`config.mk`:
```
export PLATFORM = sky130hd
export DESIGN_NAME = landing_request_queue
export DESIGN_NICKNAME = d
export VERILOG_FILES = /design/src/rtl/landing_request_queue.sv
export SDC_FILE = /design/constraint.sdc
export NUM_CORES = 1
export LEC_CHECK = 0
export BUFFER_PORTS_ARGS = -buffer_cell sky130_fd_sc_hd__buf_4
export CAP_MARGIN = 20
export CORE_ASPECT_RATIO = 1.25
export CORE_UTILIZATION = 55
export DETAILED_ROUTE_END_ITERATION = 8
export GPL_TIMING_DRIVEN = 0
export HOLD_SLACK_MARGIN = 0.02
export PLACE_DENSITY_LB_ADDON = 0.25
export RECOVER_POWER = 100
export SYNTH_ARGS = -nofsm -noshare
export SYNTH_HDL_FRONTEND = slang
export SYNTH_SLANG_ARGS = --single-unit
```
`constraint.sdc`:
```
create_clock -name clk -period 3.85 [get_ports clk]
set_input_delay 0 -clock clk [delete_from_list [all_inputs] [get_ports clk]]
set_output_delay 0 -clock clk [all_outputs]
set_load 0.03 [all_outputs]
```
`src/rtl/landing_request_queue.sv`:
```
// Landing request FIFO feeding the runway allocator: one en pulse per attempt, grant/hold/back-off handshake.
// Optional EMERGENCY_BYPASS_EN: class 2'b11 goes to a one-entry priority slot instead of the FIFO.
module landing_request_queue #(
   parameter int DEPTH      = 8,
   parameter int EN_PULSE   = 2,
   parameter int RETRY_WAIT = 4
) (
   input  logic                     clk,
   input  logic                     rst,
   input  logic                     req_valid,
   input  logic [1:0]               req_type,
   output logic                     req_ready,
   output logic [1:0]               d,
   output logic                     en,
   input  logic [3:0]               signal,
   output logic                     grant_valid,
   output logic                     grant_rwy,
   output logic                     retry,
   output logic                     proto_err,
   output logic                     overflow,
   output logic [$clog2(DEPTH):0]   count
);

   localparam int AW    = $clog2(DEPTH);
   localparam int CW    = AW + 1;
   localparam int TMAX  = (EN_PULSE > RETRY_WAIT) ? EN_PULSE : RETRY_WAIT;
   localparam int TW    = $clog2(TMAX + 1);

   typedef enum logic [2:0] {IDLE, DRIVE, SETTLE, CHECK, BACKOFF} state_t;

   state_t          state_reg, state_next;
   logic [TW-1:0]   timer_reg, timer_next;
   logic [1:0]      mem [DEPTH];
   logic [AW-1:0]   wr_ptr_reg, rd_ptr_reg;
   logic [CW-1:0]   count_reg;
   logic            fifo_full, fifo_push, pop, grant_ok, load_d;
   logic            is_emerg, slot_full, slot_serving;
   logic            en_next, grant_next, rwy_next, retry_next, perr_next;
   logic [1:0]      d_reg, d_src;
   logic            en_reg, grant_reg, rwy_reg, retry_reg, perr_reg, ovf_reg;

`ifdef EMERGENCY_BYPASS_EN
   logic slot_clear;
   assign is_emerg   = (req_type == 2'b11);
   assign slot_clear = grant_ok && slot_serving;

   always_ff @(posedge clk) begin
      if (rst) begin
         slot_full    <= 1'b0;
         slot_serving <= 1'b0;
      end else begin
         if (slot_clear)
            slot_full <= 1'b0;
         else if (req_valid && is_emerg && !slot_full)
            slot_full <= 1'b1;
         if (load_d)
            slot_serving <= slot_full;
      end
   end
`else
   assign is_emerg     = 1'b0;
   assign slot_full    = 1'b0;
   assign slot_serving = 1'b0;
`endif

   assign fifo_full = (count_reg == CW'(DEPTH));
   assign fifo_push = req_valid && !fifo_full && !is_emerg;
   assign req_ready = is_emerg ? !slot_full : !fifo_full;
   // Emergency slot, when occupied, always wins the next issue
   assign d_src     = slot_full ? 2'b11 : mem[rd_ptr_reg];
   assign pop       = grant_ok && !slot_serving;

   always_ff @(posedge clk) begin
      if (fifo_push)
         mem[wr_ptr_reg] <= req_type;
   end

   always_ff @(posedge clk) begin
      if (rst) begin
         wr_ptr_reg <= '0;
         rd_ptr_reg <= '0;
         count_reg  <= '0;
      end else begin
         if (fifo_push)
            wr_ptr_reg <= wr_ptr_reg + 1'b1;
         if (pop)
            rd_ptr_reg <= rd_ptr_reg + 1'b1;
         case ({fifo_push, pop})
            2'b10:   count_reg <= count_reg + 1'b1;
            2'b01:   count_reg <= count_reg - 1'b1;
            default: count_reg <= count_reg;
         endcase
      end
   end

   always_comb begin
      state_next = state_reg;
      timer_next = timer_reg;
      en_next    = 1'b0;
      load_d     = 1'b0;
      grant_ok   = 1'b0;
      grant_next = 1'b0;
      rwy_next   = 1'b0;
      retry_next = 1'b0;
      perr_next  = 1'b0;
      case (state_reg)
         IDLE: begin
            if (count_reg != '0 || slot_full) begin
               state_next = DRIVE;
               timer_next = '0;
               load_d     = 1'b1;
            end
         end
         DRIVE: begin
            // First DRIVE cycle sets up d; en then stays high for EN_PULSE cycles
            if (timer_reg == TW'(EN_PULSE)) begin
               state_next = SETTLE;
            end else begin
               en_next    = 1'b1;
               timer_next = timer_reg + 1'b1;
            end
         end
         SETTLE: state_next = CHECK;
         CHECK: begin
            timer_next = '0;
            case (signal)
               4'b1010, 4'b1011: begin
                  grant_ok   = 1'b1;
                  grant_next = 1'b1;
                  rwy_next   = signal[0];
                  state_next = IDLE;
               end
               4'b1101: begin
                  retry_next = 1'b1;
                  state_next = BACKOFF;
               end
               default: begin
                  retry_next = 1'b1;
                  perr_next  = 1'b1;
                  state_next = BACKOFF;
               end
            endcase
         end
         BACKOFF: begin
            if ((slot_full && !slot_serving) || timer_reg == TW'(RETRY_WAIT - 1)) begin
               state_next = DRIVE;
               timer_next = '0;
               load_d     = 1'b1;
            end else begin
               timer_next = timer_reg + 1'b1;
            end
         end
         default: state_next = IDLE;
      endcase
   end

   always_ff @(posedge clk) begin
      if (rst) begin
         state_reg <= IDLE;
         timer_reg <= '0;
         d_reg     <= 2'b00;
         en_reg    <= 1'b0;
         grant_reg <= 1'b0;
         rwy_reg   <= 1'b0;
         retry_reg <= 1'b0;
         perr_reg  <= 1'b0;
         ovf_reg   <= 1'b0;
      end else begin
         state_reg <= state_next;
         timer_reg <= timer_next;
         if (load_d)
            d_reg <= d_src;
         en_reg    <= en_next;
         grant_reg <= grant_next;
         rwy_reg   <= rwy_next;
         retry_reg <= retry_next;
         perr_reg  <= perr_next;
         ovf_reg   <= req_valid && !req_ready;
      end
   end

   assign d           = d_reg;
   assign en          = en_reg;
   assign grant_valid = grant_reg;
   assign grant_rwy   = rwy_reg;
   assign retry       = retry_reg;
   assign proto_err   = perr_reg;
   assign overflow    = ovf_reg;
   assign count       = count_reg;

endmodule

```
Yosys cells after proc, flatten, opt, wreduce, memory -nomap -nowiden --
Memories as Yosys holds them, arrays and structs flattened. A register that Yosys moved wholly into a read port is not among the register bits. Index checks and enable logic that the tools add are counted.
Cells by class: shift operators 0, equality and inequality tests 16, bitwise logic cells 3, $add $sub $neg 5, multiply operators 0, order comparisons 0, reductions and logical operators 14, divide/modulo/power cells 0, multiplexer cells 20
Operator list (count):
- $mux 3 | 7
- $eq 4x4->1 const B | 4
- $pmux 3 s5 | 1
- $eq 3x2->1 const B | 4
- $pmux 3 s4 | 1
- $add 3x1->3 const B | 3
- $mux 1 | 9
- $ne 2x2->1 const B | 4
- $pmux 4 s2 | 1
- $reduce_bool 4->1 | 2
- $reduce_and 3->1 | 2
- $reduce_or 2->1 | 3
- $reduce_or 3->1 | 2
- $add 4x1->4 const B | 1
- $sub 4x1->4 const B | 1
- $eq 3x1->1 const B | 1
- $eq 3x3->1 const B | 1
- $logic_not 3->1 | 1
- $not 1->1 | 3
- $eq 2x1->1 const B | 1
- $eq 2x2->1 const B | 1
- $logic_and 1x1->1 | 2
- $pmux 1 s2 | 1
- $reduce_bool 2->1 | 1
- $logic_not 1->1 | 1
Storage, ports and cells: memories kept 1, word-level logic and storage cells 70, memory bits (read-only) 0, input bits 9, bits in latches 0, memory bits (writable) 16, bits in registers 22, output and inout bits 13
Memory list:
- mem | depth 8, width 2, read ports 1, clocked after memory_dff 1, write ports 1, RTL line 33 | logic [1:0] mem [DEPTH];

Depth between registers and ports, before layout --
depth in word-level cells 6, depth in mapped cells 11, depth with buffers taken out 11

Worst setup path before layout --
Ideal clock, no wire load.
kind register -> register, start point reg count_reg[1] (netlist: count[1]), end point reg count_reg[2] (netlist: count[2]), path buffers 2, data arrival time 2.456 ns, clock period less this slack 2.527 ns, cell stages (with the launch flop) 12, setup time 0.071 ns, slack 1.323 ns, required time 3.779 ns, cell sequence dfxtp_1 -> buf_6 -> or4b_4 -> buf_6 -> nand2_8 -> ha_1 -> xor2_1 -> ha_1 -> a21oi_1 -> xor2_1 -> or3_1 -> a21oi_1
Between the ends: cells in the longest elaborated chain, start to end 5, elaborated cells between the ends (all ways) 9, those cells by class 2 x add/sub; 3 x eq/ne; 1 x mux; 3 x reduce/logical
RTL lines:
- start: declaration | RTL line 35 | logic [CW-1:0] count_reg;
- start signal: assignment | RTL line 89 | 2'b10: count_reg <= count_reg + 1'b1;
- start signal: assignment | RTL line 90 | 2'b01: count_reg <= count_reg - 1'b1;
- start signal: assignment | RTL line 91 | default: count_reg <= count_reg;
- $eq 4x4->1 * | RTL line 66 | assign fifo_full = (count_reg == CW'(DEPTH));
- $logic_not 1->1 *
- via req_ready | RTL line 12 | output logic req_ready,
- $logic_and 1x1->1 * | RTL line 67 | assign fifo_push = req_valid && !fifo_full && !is_emerg;
- $eq 2x1->1 or $eq 2x2->1 (tied branches) | RTL line 88 | case ({fifo_push, pop})
- $pmux 4 s2 or $reduce_bool 2->1 (tied branches)
Mark *: on every way through the listed nets, which the timed path passes. The rest lies on a longest branch. A chain may end at the register's enable or synchronous reset.

Final worst setup path --
start point reg count_reg[1] (netlist: count[1]), end point reg count_reg[2] (netlist: count[2])
Between the ends: cells in the longest elaborated chain, start to end 5, elaborated cells between the ends (all ways) 9, those cells by class 2 x add/sub; 3 x eq/ne; 1 x mux; 3 x reduce/logical
RTL lines (RTL line):
- $eq 4x4->1 | 66
- $logic_not 1->1 | 67
- $logic_and 1x1->1 | 67
- $eq 2x1->1 or $eq 2x2->1 (tied branches) | 88
- $pmux 4 s2 or $reduce_bool 2->1 (tied branches)
Parallel ways exist; a longest one is shown, timed or not.

==> key figures <==
Clock tree
  • CTS tree: yes
  • Clk slew on worst S/H paths: 0.08 ns
  • Root Buffer: clkbuf_8
  • PostCTS Resize Cnt: 0
  • CTS H-tree lvls: 2
  • Num CTS Buffers: 5
  • Clock latency on the worst-skew pair: 0.29 ns
  • Clock Path Buffers: 2
  • Clock sink count: 40

Pwr
  • Internal power: 689.6 uW
  • Clock share of power: 0.376
  • Flop pwr share: 0.514
  • VDD IR-drop max: 0.4288 mV
  • Sw frac: 0.2452
  • Leakage: 0.0007758 uW
  • Pwr per Cell Area: 425.3 mW/mm^2
  • P_sw: 224.0 uW
  • Comb power frac: 0.110

Global routing
  • Vias in the first global route: about 1300
  • Global-route wire length before repair: 5.526 mm
  • GRT Overall Usage: 0.2174
  • Largest net degree at the start of global routing: 15
  • GR Overflow Total: 0
  • Initial antenna violation count: 0

Cells and area
  • Area growth, synth to finish: 13.26%
  • Share of cells above drive strength 1: 0.1238
  • Nets: 219
  • Fill cells: about 280
  • Largest register FFs: 16
  • Final Cell Area: around 0.0021 mm^2
  • Antenna Cells: 0

STA
  • Clock Skew: 0.005993 ns
  • Fin. max-slew vios: 0
  • Final hold vios: 0
  • Post-layout min period: 2.804 ns
  • Worst-Margin Slew: between 1 and 1.5 ns
  • Period utilisation layout: 0.7282
  • RSZ-0062 raised after global routing: false
  • Hold WS: approximately 0.043 ns
  • Relative slew slack: 0.09078
  • # setup viols final: 0
  • Fmax: 356.7 MHz
  • Fin Setup TNS: 0 ns

Routing
  • Wire length on met3: 117 um
  • Final ANT Viol Nets: 0
  • Drt drc: 0
  • Vias: 1294
  • Met1 WL: 1.403 mm
  • Top Metal Used: met4
  • WL final: 3.433 mm
  • Via-to-Cell Ratio: between 5 and 6
  • Number of DRC markers in iteration 0: 23
  • Initial DRT Pass Iterations: 6
  • Wire length on met2: 1.856 mm
  • Drt wl/cell: 14.36 um

Logic synthesis
  • Post-Synth Adder-Cell Area: 0.05937
  • Area fraction in compound gates after synthesis: 0.09169
  • Top_reg_cell synth: dfxtp_1
  • Syn_nets: about 190
  • Mapped Cells: 170
  • FF+latch count, synth: 40
  • Cell Area, Synth: 0.001897 mm^2
  • Post-synth top area share: 0.2533
  • Synth top area cells: dfxtp_1, edfxtp_1, ha_1
  • Post-synthesis mux area share: 0.07388
  • Synth warnings: 0
  • Most frequent cells after synthesis: dfxtp_1, nor2_1, edfxtp_1
  • Largest family of logic cells by synthesized area: simple AND/OR/NAND/NOR gates
  • FFs w/ async S/R, synth: 0
  • Synth unique cells: slightly above 40
  • XOR/XNOR share of the synthesized area: 0.02770
  • Most instantiated library cell after synthesis: dfxtp_1
  • Post-synth EDFFs: 16
  • Sequential fraction of the synthesis area: 0.5066
  • Syn_area_per_cell: about 11 um^2
  • Synth area leader: dfxtp_1
  • Synth Area in Simple Gates: 0.2038

Critical path
  • Crit path kind: register to register
  • CP Max Fanout: 8
  • Worst endpoint data arrival time: just over 3 ns
  • FF-to-FF Start: count[1]
  • CP endpoint kind: register
  • Launch point of the critical path: count[1]
  • Critical Path Source Type: register
  • Crit path required time: 4.07 ns

Placed design
  • Placement Cell Area: 0.002093 mm^2
  • Dpl hpwl: 2.492 mm
  • PortBufs: 20
  • Placer Congestion: approximately 0.81

Die
  • Die area: roughly 0.0037 mm^2
  • Core area: 0.003252 mm^2
  • DIE WIDTH: 54.53 um
  • Initial core utilization: 0.5833
  • Chip height: 67.66 um
  • Rows: 23
  • # IOs: 22

Min path
  • HP Start: req_valid
  • Hold crit path type: primary input to register

Run status
  • Status: complete, no violations

Flow run
  • Max-Cap Viols: 0
[repair_timing]
action | 4_1_cts | 5_1_grt
hold buffers | 4 | 0
endpoints found under the hold margin | 18 | 0
buffers inserted | 0 | 0
[worst max-delay path, cell delays in order, from the launching register on]
cell and delay [ns]:
dfxtp_1 0.32, clkbuf_1 0.19, or4b_1 0.55, clkbuf_1 0.25
nand2_8 0.15, ha_1 0.28, xor2_1 0.17, ha_1 0.16
a21oi_1 0.05, xor2_1 0.17, or3_1 0.31, a21oi_1 0.14
[per-stage QoR]
step	setup slack, ns	total power (uW)	std cells	util
after floorplan	1.323	554.9	170	-
after detailed placement	1.340	591.8	227	0.6437
after CTS	1.305	937.7	239	0.6914
after global placement	1.417	586.1	227	0.6437
after global routing	0.8599	947.5	239	0.6606
final	1.046	913.7	239	0.6606
[cells in the final DEF (no fill, tap or decap), drive strengths merged, types with 2 or more instances in the layout]
cell type,Yosys,routed
a211oi,3,3
a21oi,7,7
buf,4,7
clkbuf,4,26
dfxtp,24,24
dlygate4sd3,0,4
edfxtp,16,16
ha,9,9
inv,6,7
mux2i,5,5
mux4,4,4
nand2,10,10
nand2b,6,6
nand3,5,5
nand3b,3,3
nor2,23,23
nor2b,7,7
nor3,6,6
nor3b,2,2
o21ai,6,6
xnor2,2,2
xor2,4,4
[power groups by stage]
| stage | sequential [uW] | clock (uW) | combinational (uW) |
|---|---|---|---|
| after detailed placement | 481 | 0 | 111 |
| after floorplan | 491 | 0 | 63.8 |
| after global routing | 472 | 363 | 112 |
| final | 470 | 343 | 101 |
| after CTS | 471 | 352 | 115 |
| after global placement | 479 | 0 | 107 |
[kinds of logic (layout without fill, tap and decap cells)]
kind of cell,Yosys count,in the layout
and+or+nand+nor,69,69
DFF,40,40
xor gates and xnor gates,6,6
adders and majority gates,9,9
buffers and inverters,14,46
AOI/OAI and AO/OA,23,23
muxes,9,9
[layout make-up]
cell class,instances,area (um^2),share of cell area
well taps,37,46.29,0.02155
plain buffers,8,32.53,0.01514
inverters,6,22.52,0.01048
repair buffers,24,133.9,0.06232
clock inverters,3,46.29,0.02155
multi-input cells,116,837.1,0.3896
flip-flops and latches,40,960.9,0.4473
clock buffers,5,68.82,0.03203
[layer usage]
layer  global-route usage  vias up
met4              0.09936        0
met1               0.2288      602
li1                     -      666
met2               0.3872       22
met3              0.06081        4
met5                    0        -
[final timing paths]
check	to	slack [ns]	cells after the start
setup / recovery	count[2]	1.05	11
hold / removal	overflow	0.04	2
setup reg to reg	count[2]	1.05	11
hold reg to reg	d[0]	0.50	2
Power figures use the tool's default switching activity.
